==> src/rtl/mem_pkg.sv <==
// Shared types and helpers for the burst controller: FSM state encoding,
// default geometry and the wrapping address increment.
package mem_pkg;

  localparam int DEF_WIDTH = 16;
  localparam int DEF_DEPTH = 64;

  typedef enum logic [2:0] {
    IDLE,
    WR_DATA,
    WR_REQ,
    RD_REQ,
    RD_HOLD,
    DONE
  } state_t;

  // Wraps to 0 after depth-1, so non-power-of-two depths stay in range.
  function automatic int unsigned wrap_inc(input int unsigned addr, input int unsigned depth);
    return (addr + 32'd1 >= depth) ? '0 : addr + 32'd1;
  endfunction

endpackage

==> src/rtl/mem_burst_ctrl_if.sv <==
// Single-port memory request bus: the controller is the master and issues one
// word at a time; the memory (slave) completes a request with mem_ready.
interface mem_burst_ctrl_if
  import mem_pkg::*;
#(
  parameter int WIDTH      = DEF_WIDTH,
  parameter int ADDR_WIDTH = $clog2(DEF_DEPTH)
) ();

  logic                  mem_valid;
  logic                  mem_wr_rd;
  logic [ADDR_WIDTH-1:0] mem_addr;
  logic [WIDTH-1:0]      mem_wdata;
  logic [WIDTH-1:0]      mem_rdata;
  logic                  mem_ready;

  modport master (
    output mem_valid, mem_wr_rd, mem_addr, mem_wdata,
    input  mem_rdata, mem_ready
  );

  modport slave (
    input  mem_valid, mem_wr_rd, mem_addr, mem_wdata,
    output mem_rdata, mem_ready
  );

endinterface

==> src/rtl/mem_burst_cnt.sv <==
// Burst address / remaining-length tracker. Loaded at command accept and
// stepped once per completed word; last flags the final word of the burst.
module mem_burst_cnt
  import mem_pkg::*;
#(
  parameter int DEPTH      = DEF_DEPTH,
  parameter int ADDR_WIDTH = $clog2(DEPTH),
  parameter int LEN_WIDTH  = ADDR_WIDTH + 1
) (
  input  logic                  clk,
  input  logic                  rst,
  input  logic                  load,
  input  logic                  step,
  input  logic [ADDR_WIDTH-1:0] load_addr,
  input  logic [LEN_WIDTH-1:0]  load_len,
  output logic [ADDR_WIDTH-1:0] addr,
  output logic [ADDR_WIDTH-1:0] addr_next,
  output logic                  last
);

  logic [LEN_WIDTH-1:0] remaining;

  assign addr_next = ADDR_WIDTH'(wrap_inc(32'(addr), DEPTH));
  assign last      = (remaining == LEN_WIDTH'(1));

  always_ff @(posedge clk) begin
    if (rst) begin
      addr      <= '0;
      remaining <= '0;
    end else if (load) begin
      addr      <= load_addr;
      remaining <= load_len;
    end else if (step) begin
      addr      <= addr_next;
      remaining <= remaining - LEN_WIDTH'(1);
    end
  end

endmodule

==> src/rtl/mem_burst_ctrl.sv <==
// Burst master in front of a single-port memory: turns one burst command into
// a sequence of single-word memory requests fed from / drained to streams.
module mem_burst_ctrl
  import mem_pkg::*;
#(
  parameter int WIDTH      = DEF_WIDTH,
  parameter int DEPTH      = DEF_DEPTH,
  parameter int ADDR_WIDTH = $clog2(DEPTH),
  parameter int LEN_WIDTH  = ADDR_WIDTH + 1
) (
  input  logic                  clk,
  input  logic                  rst,
  input  logic                  cmd_valid,
  output logic                  cmd_ready,
  input  logic                  cmd_wr,
  input  logic [ADDR_WIDTH-1:0] cmd_addr,
  input  logic [LEN_WIDTH-1:0]  cmd_len,
  input  logic                  wr_data_valid,
  input  logic [WIDTH-1:0]      wr_data,
  output logic                  wr_data_ready,
  output logic                  rd_data_valid,
  output logic [WIDTH-1:0]      rd_data,
  input  logic                  rd_data_ready,
  output logic                  busy,
  output logic                  done,
  mem_burst_ctrl_if.master      mem
);

  state_t                state, state_nxt;
  logic                  mem_valid_q, mem_valid_nxt;
  logic                  mem_wr_rd_q, mem_wr_rd_nxt;
  logic [ADDR_WIDTH-1:0] mem_addr_q, mem_addr_nxt;
  logic [WIDTH-1:0]      mem_wdata_q, mem_wdata_nxt;
  logic [WIDTH-1:0]      rd_data_nxt;
  logic                  rd_data_valid_nxt;
  logic                  busy_nxt, done_nxt;
  logic                  cnt_load, cnt_step, cnt_last;
  logic [ADDR_WIDTH-1:0] cnt_addr, cnt_addr_next;
  logic [LEN_WIDTH-1:0]  len_sat;

  function automatic logic [LEN_WIDTH-1:0] sat_len(input logic [LEN_WIDTH-1:0] len);
    return (len > LEN_WIDTH'(DEPTH)) ? LEN_WIDTH'(DEPTH) : len;
  endfunction

  assign len_sat = sat_len(cmd_len);

  // rst gating keeps cmd_ready low while reset is held.
  assign cmd_ready     = (state == IDLE) && !rst;
  assign wr_data_ready = (state == WR_DATA);

  assign mem.mem_valid = mem_valid_q;
  assign mem.mem_wr_rd = mem_wr_rd_q;
  assign mem.mem_addr  = mem_addr_q;
  assign mem.mem_wdata = mem_wdata_q;

  mem_burst_cnt #(
    .DEPTH      (DEPTH),
    .ADDR_WIDTH (ADDR_WIDTH),
    .LEN_WIDTH  (LEN_WIDTH)
  ) u_cnt (
    .clk       (clk),
    .rst       (rst),
    .load      (cnt_load),
    .step      (cnt_step),
    .load_addr (cmd_addr),
    .load_len  (len_sat),
    .addr      (cnt_addr),
    .addr_next (cnt_addr_next),
    .last      (cnt_last)
  );

  always_comb begin
    state_nxt         = state;
    mem_valid_nxt     = mem_valid_q;
    mem_wr_rd_nxt     = mem_wr_rd_q;
    mem_addr_nxt      = mem_addr_q;
    mem_wdata_nxt     = mem_wdata_q;
    rd_data_nxt       = rd_data;
    rd_data_valid_nxt = rd_data_valid;
    cnt_load          = 1'b0;
    cnt_step          = 1'b0;
    case (state)
      IDLE: begin
        if (cmd_valid) begin
          cnt_load = 1'b1;
          if (len_sat == '0) begin
            state_nxt = DONE;
          end else if (cmd_wr) begin
            state_nxt = WR_DATA;
          end else begin
            state_nxt     = RD_REQ;
            mem_valid_nxt = 1'b1;
            mem_wr_rd_nxt = 1'b0;
            mem_addr_nxt  = cmd_addr;
          end
        end
      end
      WR_DATA: begin
        if (wr_data_valid) begin
          state_nxt     = WR_REQ;
          mem_wdata_nxt = wr_data;
          mem_valid_nxt = 1'b1;
          mem_wr_rd_nxt = 1'b1;
          mem_addr_nxt  = cnt_addr;
        end
      end
      WR_REQ: begin
        if (mem.mem_ready) begin
          mem_valid_nxt = 1'b0;
          mem_wr_rd_nxt = 1'b0;
          cnt_step      = 1'b1;
          state_nxt     = cnt_last ? DONE : WR_DATA;
        end
      end
      RD_REQ: begin
        if (mem.mem_ready) begin
          rd_data_nxt       = mem.mem_rdata;
          rd_data_valid_nxt = 1'b1;
          mem_valid_nxt     = 1'b0;
          state_nxt         = RD_HOLD;
        end
      end
      RD_HOLD: begin
        if (rd_data_ready) begin
          rd_data_valid_nxt = 1'b0;
          cnt_step          = 1'b1;
          if (cnt_last) begin
            state_nxt = DONE;
          end else begin
            // Next request goes out as the held word leaves, never overlapping it.
            state_nxt     = RD_REQ;
            mem_valid_nxt = 1'b1;
            mem_addr_nxt  = cnt_addr_next;
          end
        end
      end
      DONE:    state_nxt = IDLE;
      default: state_nxt = IDLE;
    endcase
    busy_nxt = (state_nxt != IDLE);
    done_nxt = (state_nxt == DONE);
  end

  always_ff @(posedge clk) begin
    if (rst) begin
      state         <= IDLE;
      mem_valid_q   <= 1'b0;
      mem_wr_rd_q   <= 1'b0;
      mem_addr_q    <= '0;
      mem_wdata_q   <= '0;
      rd_data       <= '0;
      rd_data_valid <= 1'b0;
      busy          <= 1'b0;
      done          <= 1'b0;
    end else begin
      state         <= state_nxt;
      mem_valid_q   <= mem_valid_nxt;
      mem_wr_rd_q   <= mem_wr_rd_nxt;
      mem_addr_q    <= mem_addr_nxt;
      mem_wdata_q   <= mem_wdata_nxt;
      rd_data       <= rd_data_nxt;
      rd_data_valid <= rd_data_valid_nxt;
      busy          <= busy_nxt;
      done          <= done_nxt;
    end
  end

endmodule

==> src/flat_wrapper.sv <==
// flat-port wrapper written by rule: the top's interface ports become plain ports
module mem_burst_ctrl_flat import mem_pkg::*;
#(
  parameter int WIDTH      = DEF_WIDTH,
  parameter int DEPTH      = DEF_DEPTH,
  parameter int ADDR_WIDTH = $clog2(DEPTH),
  parameter int LEN_WIDTH  = ADDR_WIDTH + 1
)
  (clk, rst, cmd_valid, cmd_ready, cmd_wr, cmd_addr, cmd_len, wr_data_valid, wr_data, wr_data_ready, rd_data_valid, rd_data, rd_data_ready, busy, done, mem_mem_valid, mem_mem_wr_rd, mem_mem_addr, mem_mem_wdata, mem_mem_rdata, mem_mem_ready);
  mem_burst_ctrl_if #(.WIDTH(WIDTH), .ADDR_WIDTH(ADDR_WIDTH)) mem_i ();
  input  logic clk;
  input  logic rst;
  input  logic cmd_valid;
  output logic cmd_ready;
  input  logic cmd_wr;
  input  logic [ADDR_WIDTH-1:0] cmd_addr;
  input  logic [LEN_WIDTH-1:0] cmd_len;
  input  logic wr_data_valid;
  input  logic [WIDTH-1:0] wr_data;
  output logic wr_data_ready;
  output logic rd_data_valid;
  output logic [WIDTH-1:0] rd_data;
  input  logic rd_data_ready;
  output logic busy;
  output logic done;
  output wire logic [$bits(mem_i.mem_valid)-1:0] mem_mem_valid;
  output wire logic [$bits(mem_i.mem_wr_rd)-1:0] mem_mem_wr_rd;
  output wire logic [$bits(mem_i.mem_addr)-1:0] mem_mem_addr;
  output wire logic [$bits(mem_i.mem_wdata)-1:0] mem_mem_wdata;
  input wire logic [$bits(mem_i.mem_rdata)-1:0] mem_mem_rdata;
  input wire logic [$bits(mem_i.mem_ready)-1:0] mem_mem_ready;
  assign mem_mem_valid = mem_i.mem_valid;
  assign mem_mem_wr_rd = mem_i.mem_wr_rd;
  assign mem_mem_addr = mem_i.mem_addr;
  assign mem_mem_wdata = mem_i.mem_wdata;
  assign mem_i.mem_rdata = mem_mem_rdata;
  assign mem_i.mem_ready = mem_mem_ready;
  mem_burst_ctrl #(.WIDTH(WIDTH), .DEPTH(DEPTH), .ADDR_WIDTH(ADDR_WIDTH), .LEN_WIDTH(LEN_WIDTH)) u_core (.clk(clk), .rst(rst), .cmd_valid(cmd_valid), .cmd_ready(cmd_ready), .cmd_wr(cmd_wr), .cmd_addr(cmd_addr), .cmd_len(cmd_len), .wr_data_valid(wr_data_valid), .wr_data(wr_data), .wr_data_ready(wr_data_ready), .rd_data_valid(rd_data_valid), .rd_data(rd_data), .rd_data_ready(rd_data_ready), .busy(busy), .done(done), .mem(mem_i));
endmodule
==> config.mk <==
export PLATFORM = sky130hd
export DESIGN_NAME = mem_burst_ctrl_flat
export DESIGN_NICKNAME = d
export VERILOG_FILES = /design/src/rtl/mem_pkg.sv /design/src/rtl/mem_burst_ctrl_if.sv /design/src/rtl/mem_burst_cnt.sv /design/src/rtl/mem_burst_ctrl.sv /design/src/flat_wrapper.sv
export SDC_FILE = /design/constraint.sdc
export NUM_CORES = 1
export LEC_CHECK = 0
export CORE_MARGIN = 2
export CORE_UTILIZATION = 46
export CTS_CLUSTER_SIZE = 8
export DETAILED_ROUTE_END_ITERATION = 8
export GPL_ROUTABILITY_DRIVEN = 0
export PLACE_DENSITY = 0.89
export SYNTH_ARGS = -nofsm -noshare
export SYNTH_HDL_FRONTEND = slang
export SYNTH_HIERARCHICAL = 1
export SYNTH_SLANG_ARGS = --single-unit
==> constraint.sdc <==
create_clock -name clk -period 2.64 [get_ports clk]
set_input_delay 0.792 -clock clk [delete_from_list [all_inputs] [get_ports clk]]
set_output_delay 0.792 -clock clk [all_outputs]
set_load 0.03 [all_outputs]
======== Word-level counts from Yosys, hierarchy flattened ========
Cells that the tools add are included.
Widths: inputs -> output; s select.
word-level totals
  logic and storage cells ................. 90
  output and inout bits ................... 45
  input bits .............................. 52
  register bits ........................... 59
operators by class
  reduce and logical (&&, ||, !) cells .... 17
  $lt $le $gt $ge ......................... 2
  equal/unequal tests ..................... 15
  add/sub/neg operators ................... 2
  muxes and demuxes ....................... 43
operator list
  cell                 count
  $mux 6               9
  $mux 3               8
  $mux 7               3
  $pmux 6 s3           1
  $mux 1               16
  $ne 2x2->1 const B   8
  $pmux 3 s5           1
  $reduce_bool 3->1    3
  $reduce_and 8->1     1
  $add 6x1->7 const B  1
  $eq 7x1->1 const B   1
  $ge 7x7->1 const B   1
  $gt 7x7->1 const B   1
  $logic_not 7->1      1
  $reduce_and 7->1     1
  $sub 7x1->7 const B  1
  $eq 3x2->1 const B   2
  $eq 3x3->1 const B   2
  $reduce_and 6->1     1
  $pmux 1 s2           2
  $pmux 1 s4           1
  $reduce_and 2->1     2
  $reduce_bool 2->1    2
  $reduce_bool 4->1    1
  other kinds (9)      9

======== Longest topological paths before layout ========
Gate-level depths: netlist of run 1.
  word-level depth ........................ 7
  depth in mapped cells ................... 10
  depth with buffers taken out ............ 8

======== Hierarchy ========
The synthesis of run 1 kept the hierarchy.
modules (own cells, without submodules)
  module          instances  area each (um^2)  sequential area each (um^2)  cells an instance
  mem_burst_ctrl  1          2,169.6           920.9                        271
  mem_burst_cnt   1          784.5             260.2                        98

======== Worst setup path after synthesis of run 1 ========
No wires, ideal clock.
  path kind ............................... in2out
  start ................................... input rst
  end ..................................... output cmd_ready
  buffers on the path ..................... 1
  data arrival time ....................... 1,879 ps
  stages .................................. 2
  path slack .............................. -31 ps
  data required time ...................... 1,848 ps
  cells stage by stage .................... clkbuf_1 -> nor4_1
on the way
  longest elaborated chain between the ends .. 2
RTL lines
  what                RTL line              RTL
  start: declaration  flat_wrapper.sv:12    input logic rst;
  $logic_not 1->1     mem_burst_ctrl.sv:48  assign cmd_ready = (state == IDLE) && !rst;
  $logic_and 1x1->1   mem_burst_ctrl.sv:48
  end: declaration    flat_wrapper.sv:14    output logic cmd_ready;
Every way passes these cells.

======== Final worst setup path of run 1 ========
  start ................................... input mem_mem_ready
  end ..................................... register u_core.u_cnt.addr[5]
on the way
  longest elaborated chain between the ends .. 3
RTL lines
  what                                RTL line               RTL
  start: declaration                  flat_wrapper.sv:31     input wire logic [$bits(mem_i.mem_ready)-1:0] mem_mem_ready;
  $mux 1                              mem_burst_ctrl.sv:108  if (mem.mem_ready) begin
  $pmux 1 s2                          mem_burst_ctrl.sv:82   case (state)
  net u_core.cnt_step                 mem_burst_ctrl.sv:37   logic cnt_load, cnt_step, cnt_last;
  $reduce_bool 2->1 (no source line)  --
  end signal: assignment              mem_burst_cnt.sv:31    addr <= load_addr;
  end signal: assignment              mem_burst_cnt.sv:34    addr <= addr_next;
  end: declaration                    mem_burst_cnt.sv:16    output logic [ADDR_WIDTH-1:0] addr,
The timed path passes the listed nets, and every way through them passes these cells.
A chain may end at the register's enable or synchronous reset.

==> results of run 1 <==
-- repair_timing --
item / CTS / global route
endpoints found under the setup margin: 0 / 1
gates resized for setup: 0 / 1
hold buffers: 0 / 0
-- logic make-up after synthesis --
group | count (synthesis)
compound gates | 94
xor+xnor | 8
fa+ha+maj | 3
buf+inv | 36
flops | 59
mux | 7
simple gates | 162
-- through the flow --
stage          setup slack [ns]   util  power (mW)  hold WS [ns]
2_1_floorplan             0.184      -        1.42         0.476
3_3_place_gp             -0.213  0.642        1.66         0.441
3_5_place_dp             -0.240  0.642        1.68         0.446
4_1_cts                  0.0747  0.673        2.50         0.455
5_1_grt                  0.0164  0.674        2.60         0.470
6_report                 0.0747  0.674        2.48         0.454
-- layer usage --
layer | part of all wire | wire length [µm]
met5 | 0 | 0
met4 | 0.014 | 117
met3 | 0.088 | 711
met2 | 0.46 | 3760
met1 | 0.43 | 3500
-- cell usage in the layout, fill, tap and decap left out, types with 2 or more instances in the layout --
master and instances:
clkdlybuf4s50_1 93, nand2_1 83, dfxtp_1 59, a21oi_1 41, buf_4 22, nor2_1 17
o21ai_0 16, nor2b_1 13, clkbuf_8 10, nand2b_1 10, inv_1 8, nor3_1 8
o2111ai_1 7, xor2_1 7, o22a_1 6, mux2i_1 6, nand3_1 5, or3_1 4
a311oi_1 4, clkinv_2 3, a31oi_1 3, nor3b_1 3, a211oi_1 3, ha_1 3
and3_1 2, a221oi_1 2, o31ai_1 2, or3b_2 2, o211ai_1 2
-- final timing paths --
path	from	to	cells past startpoint
max reg2reg	u_core/u_cnt/remaining[2]$_SDFFE_PP0P_	u_core/mem.mem_addr[5]$_SDFFE_PP0P_	6
min	u_core/rd_data[13]$_SDFFE_PP0P_	u_core/rd_data[13]$_SDFFE_PP0P_	2
min reg2reg	u_core/rd_data[13]$_SDFFE_PP0P_	u_core/rd_data[13]$_SDFFE_PP0P_	2
max	mem_mem_ready	u_core/u_cnt/addr[5]$_SDFFE_PP0P_	8
-- worst max-delay path, delay by kind of cell --
family / cells / cell delay, ns
compound gates: 2 / 0.17
buf+inv: 2 / 0.62
simple gates: 4 / 1.23
-- registers in the layout, summed over array words and instances (netlist names) --
register / flops
u_core/mem.mem_addr: 6
u_core/rd_data_valid: 1
u_core/u_cnt/remaining: 7
u_core/mem.mem_wdata: 16
u_core/mem.mem_valid: 1
u_core/rd_data: 16
u_core/state: 3
u_core/mem.mem_wr_rd: 1
u_core/done: 1
u_core/u_cnt/addr: 6
u_core/busy: 1
-- layout make-up --
type,count,area (µm²),area share
flip-flops and latches,59,1180,0.279
repair buffers,116,1100,0.260
clock inverters,5,52.6,0.0124
inverters,9,33.8,0.00799
well taps,77,96.3,0.0228
clock buffers,11,141,0.0334
multi-input cells,274,1620,0.384
-- synthesized netlist by cell type, drive strengths merged (3+ instances only) --
cell type,count
nand2,84
dfxtp,59
a21oi,41
nor2,18
o21ai,17
clkbuf,14
buf,13
nor2b,13
nand2b,10
nor3,9
inv,8
o2111ai,7
xor2,7
mux2i,6
o22a,6
nand3,5
or3,5
a311oi,4
a211oi,3
a31oi,3
ha,3
nor3b,3
o211ai,3
or4,3
-- where the power goes --
part	total [mW]	internal [mW]	switching (mW)	leakage (nW)
Clock	0.806	0.456	0.350	0.0991
Sequential	1.02	0.959	0.0595	0.481
Combinational	0.655	0.307	0.348	0.933
==> flow_metrics.env, run 1 <==
export IMPL_status="finished, final reports clean"
export IMPL_dpl_hpwl_um=5710
export IMPL_p_leak_nw=1.51
export IMPL_clock_sinks=59
export IMPL_cp_max_fo=3
export IMPL_routed_wl_um=8090
export IMPL_slew_headroom=0.620
export IMPL_synthAdderAreaFrac=0.0127
export IMPL_ys_async_sr_fraction=0
export IMPL_yosys_warnings=6
export IMPL_io_buffers=96
export IMPL_fill_cells=524
export IMPL_start_kind="input pin"
export IMPL_worstSkewPairLatency_ns=0.33
export IMPL_overflow=0
export IMPL_vias=3076
export IMPL_placedInstanceArea_mm2=0.00403
export IMPL_synth_area_top_cells="dfxtp_1 (40%), nand2_1 (11%), a21oi_1 (6.9%)"
export IMPL_crit_path_top_delay_cell="clkdlybuf4s50_1"
export IMPL_final_instance_count_excl_fill=551
export IMPL_synth_top_family_by_area="simple AND/OR/NAND/NOR gates"
export IMPL_slew_viol_final=0
export IMPL_top_usage_layer="met2"
export IMPL_cap_violations=0
export IMPL_area_delta_synth_final_pct=43.2
export IMPL_synth_area_leader_cell="dfxtp_1"
export IMPL_fin_area_mm2=0.00423
export IMPL_core_area_mm2=0.00628
export IMPL_root_buffer="clkbuf_8"
export IMPL_finalCritPeriodShare=0.972
export IMPL_vdd_drop_max_mv=0.366
export IMPL_die_h_um=84.1
export IMPL_initial_core_util=0.471
export IMPL_synth_edf_count=0
export IMPL_tns_ns=0
export IMPL_max_freq_ghz=0.390
export IMPL_synth_mux_area_frac=0.0241
export IMPL_crit_type="in -> reg"
export IMPL_worstMarginPinSlew_ns=0.570
export IMPL_finalClockSkew_ns=0.00891
export IMPL_hold_viol_final=0
export IMPL_ant_nets=0
export IMPL_synthFlopType="dfxtp_1"
export IMPL_grt_use_met2=0.364
export IMPL_num_rows=29
export IMPL_cellPowerDensity_mw_per_mm2=586
export IMPL_use_met1=0.284
export IMPL_cts_made_buffers=9
export IMPL_synthSimpleGateAreaFrac=0.271
export IMPL_synth_compound_area_share=0.214
export IMPL_post_cts_buffers=0
export IMPL_ys_seq_area_frac=0.400
export IMPL_drive_gt1_frac=0.114
export IMPL_ys_ff_latch=59
export IMPL_worstPathRequired_ns=2.89
export IMPL_grt_usage=0.225
export IMPL_die_x_um=84.1
export IMPL_drt_first_pass_iters=5
export IMPL_cts_buffer_depth=2
export IMPL_syn_num_nets=424
export IMPL_rsz0062_at_grt="no"
export IMPL_cts_reportedPaths_clkPinSlew_ns=0.06
export IMPL_setup_violations=0
export IMPL_netlist_area_leader_share=0.400
export IMPL_via_per_inst=5.58
export IMPL_period_needed_ns=2.57
export IMPL_io_pins=97
export IMPL_antenna_found_initial=0
export IMPL_worstPathArrival_ns=2.82
export IMPL_dpl_cell_count=535
export IMPL_min_path_type="reg -> reg"
export IMPL_synthCells=369
export IMPL_fin_nets=524
export IMPL_max_stage_delay_ns=0.49
export IMPL_synth_xor_area_share=0.0237
export IMPL_syn_area_mm2=0.00295
export IMPL_dieArea_mm2=0.00708
export IMPL_crit_chain="clkdlybuf4s50_1, and3b_1, a31oi_1, nor2_2, buf_4, or3b_2, or4_1, o211ai_1"
export IMPL_grt_pass1_vias=2930
export IMPL_remaining_drc_errors=0
export IMPL_endpoint_kind="register"
export IMPL_cts_tree="done"
export IMPL_drtIter0Drc=172
export IMPL_synthDistinctLibCells=55
export IMPL_grt_max_degree=38
export IMPL_ff2ff_setup_slack_ns=0.36
export IMPL_avgSynthCellArea_um2=8.01
export IMPL_grt_pass1_wl_um=13200
export IMPL_met3_usage=0.0619
export IMPL_wl_per_cell_um=14.7
export IMPL_diodes=0
export IMPL_h_tree_depth=3
(Power assumes the default switching activity.)
==> run 2, diff against run 1 <==
--- a/config.mk
+++ b/config.mk
@@ -5,7 +5,7 @@
 export SDC_FILE = /design/constraint.sdc
 export NUM_CORES = 1
 export LEC_CHECK = 0
-export CORE_MARGIN = 2
+export CORE_MARGIN = 5
 export CORE_UTILIZATION = 46
 export CTS_CLUSTER_SIZE = 8
 export DETAILED_ROUTE_END_ITERATION = 8
==> constraint.sdc (replaced) <==
create_clock -name clk -period 2.64 [get_ports clk]
set_input_delay 0.396 -clock clk [delete_from_list [all_inputs] [get_ports clk]]
set_output_delay 0.396 -clock clk [all_outputs]
set_load 0.03 [all_outputs]
==> run 2 against run 1 <==
Register-to-register slack improved by 0.02 ns. Power rose by 3.5%. Routed wire length up 3.4%. Utilization decreased by 0.92 points. Sequential power about the same. Flip-flop and latch count stayed put. Hold slack hardly changed. Clock-buffer cell count fell by 2. Fmax rose by 11%. Combinational power decreased by 3%. Setup slack better by 0.26 ns. Global-route usage fell by 2.5 points. Critical path type is now reg -> out. Highest routed layer unchanged.
==> flow_metrics.env, run 2 (synthesized netlist as in run 1, its figures left out) <==
export IMPL_hold_viol_final=0
export IMPL_dpl_cell_count=527
export IMPL_drive_gt1_frac=0.0923
export IMPL_multiInputGateArea_mm2=0.00161
export IMPL_wl_per_cell_um=15.4
export IMPL_core_area_mm2=0.00631
export IMPL_slew_headroom=0.615
export IMPL_start_kind="register"
export IMPL_grt_max_degree=28
export IMPL_r2r_start="u_core/u_cnt/remaining[2]$_SDFFE_PP0P_"
export IMPL_period_needed_ns=2.30
export IMPL_dpl_hpwl_um=6320
export IMPL_min_path_type="reg -> reg"
export IMPL_io_buffers=96
export IMPL_post_cts_buffers=0
export IMPL_grt_pass1_wl_um=13500
export IMPL_max_freq_ghz=0.434
export IMPL_initial_core_util=0.468
export IMPL_drtIter0Drc=192
export IMPL_worstMarginPinSlew_ns=0.578
export IMPL_antenna_found_initial=0
export IMPL_ff2ff_setup_slack_ns=0.38
export IMPL_vias=2952
export IMPL_status="finished, final reports clean"
export IMPL_finalCritPeriodShare=0.872
export IMPL_fin_nets=516
export IMPL_fill_cells=534
export IMPL_dieArea_mm2=0.00812
export IMPL_overflow=0
export IMPL_root_buffer="clkbuf_8"
export IMPL_startpoint="u_core/state[0]$_SDFF_PP0_"
export IMPL_grt_pass1_vias=2859
export IMPL_reg2reg_depth=6
export IMPL_diodes=0
export IMPL_drt_first_pass_iters=5
export IMPL_register_area_mm2=0.00118
export IMPL_final_instance_count_excl_fill=543
export IMPL_rsz0062_at_grt="no"
export IMPL_final_cell_mix="clkdlybuf4s50_1 (95), nand2_1 (83), dfxtp_1 (59)"
export IMPL_cap_violations=0
export IMPL_vdd_drop_max_mv=0.406
export IMPL_worstPathArrival_ns=1.91
export IMPL_remaining_drc_errors=0
export IMPL_final_common_cell="clkdlybuf4s50_1"
export IMPL_setup_violations=0
export IMPL_finalClockSkew_ns=0.0127
export IMPL_grt_usage=0.201
export IMPL_r2r_end="u_core/mem.mem_addr[1]$_SDFFE_PP0P_"
export IMPL_cellPowerDensity_mw_per_mm2=611
export IMPL_routed_wl_um=8370
export IMPL_num_rows=29
export IMPL_cp_max_fo=11
export IMPL_slew_viol_final=0
export IMPL_worstPathRequired_ns=2.24
export IMPL_io_pins=97
export IMPL_crit_end="cmd_ready"
export IMPL_cts_buffer_depth=2
export IMPL_cts_hold_buf=0
export IMPL_cts_made_buffers=9
export IMPL_h_tree_depth=3
export IMPL_via_per_inst=5.44
export IMPL_cts_resized_gates=0
export IMPL_endpoint_kind="output port"
export IMPL_p_leak_nw=1.49
export IMPL_area_delta_synth_final_pct=42.0
export IMPL_ant_nets=0
export IMPL_cts_reportedPaths_clkPinSlew_ns=0.07
export IMPL_worstSkewPairLatency_ns=0.33
export IMPL_die_x_um=90.1
export IMPL_die_h_um=90.1
export IMPL_min_path_cells=2
export IMPL_tns_ns=0
export IMPL_cts_tree="done"
export IMPL_clock_sinks=59
export IMPL_crit_type="reg -> out"
-- run 2: changes by cell type in the layout (fill, tap and decap cells not counted), sizes merged --
cell | previous run | this run
inv | 8 | 9
clkbuf | 11 | 9
clkinv | 4 | 5
buf | 23 | 13
clkdlybuf4s50 | 93 | 95
bufinv | 1 | 2
clkinvlp | 1 | 0
-- run 2: power by group --
group / internal (mW) / switching (mW) / total, mW / leakage [nW]
registers: 0.958 / 0.0638 / 1.02 / 0.481
logic: 0.297 / 0.340 / 0.637 / 0.890
clock network: 0.537 / 0.369 / 0.906 / 0.114
total: 1.79 / 0.772 / 2.57 / 1.49
-- run 2: worst max-delay path, stage by stage (launching register included) --
cell and delay, ns:
dfxtp_1 0.42, nor4_1 0.41, clkdlybuf4s50_1 0.75
-- run 2: area by class of cell --
type | count | share of cell area
Multi-Input combinational cell | 274 | 0.385
Inverter | 9 | 0.00805
Clock buffer | 9 | 0.0295
Tap cell | 77 | 0.0230
Clock inverter | 7 | 0.0239
Sequential cell | 59 | 0.282
Timing Repair Buffer | 108 | 0.249
-- run 2: per-stage QoR --
stage	power [mW]	utilization	area, µm²	hold WS, ns	setup slack (ns)
final	2.57	0.664	4200	0.455	0.338
after global routing	2.69	0.664	4200	0.470	0.254
after CTS	2.58	0.664	4200	0.456	0.303
after detailed placement	1.67	0.629	3970	0.446	0.0671
after global placement	1.65	0.629	3970	0.442	0.163
after floorplan	1.42	-	2950	0.468	0.249
-- run 2: worst min-delay path by stage --
stage / startpoint / to
after global routing: u_core/mem.mem_wdata[14]$_SDFFE_PP0P_ / u_core/mem.mem_wdata[14]$_SDFFE_PP0P_
final: u_core/mem.mem_wdata[10]$_SDFFE_PP0P_ / u_core/mem.mem_wdata[10]$_SDFFE_PP0P_
after CTS: u_core/rd_data[2]$_SDFFE_PP0P_ / u_core/rd_data[2]$_SDFFE_PP0P_
after global placement: u_core/mem.mem_wdata[14]$_SDFFE_PP0P_ / u_core/mem.mem_wdata[14]$_SDFFE_PP0P_
after detailed placement: u_core/rd_data[2]$_SDFFE_PP0P_ / u_core/rd_data[2]$_SDFFE_PP0P_
after floorplan: rst / u_core/u_cnt/remaining[6]$_SDFFE_PP0P_
-- run 2: per-layer routing --
metal / part of all wire / track usage / wire (µm)
met2: 0.53 / 0.359 / 4420
met4: 0.011 / 0.0769 / 96
met1: 0.39 / 0.228 / 3270
met5: 0 / 0 / 0
met3: 0.069 / 0.0484 / 576
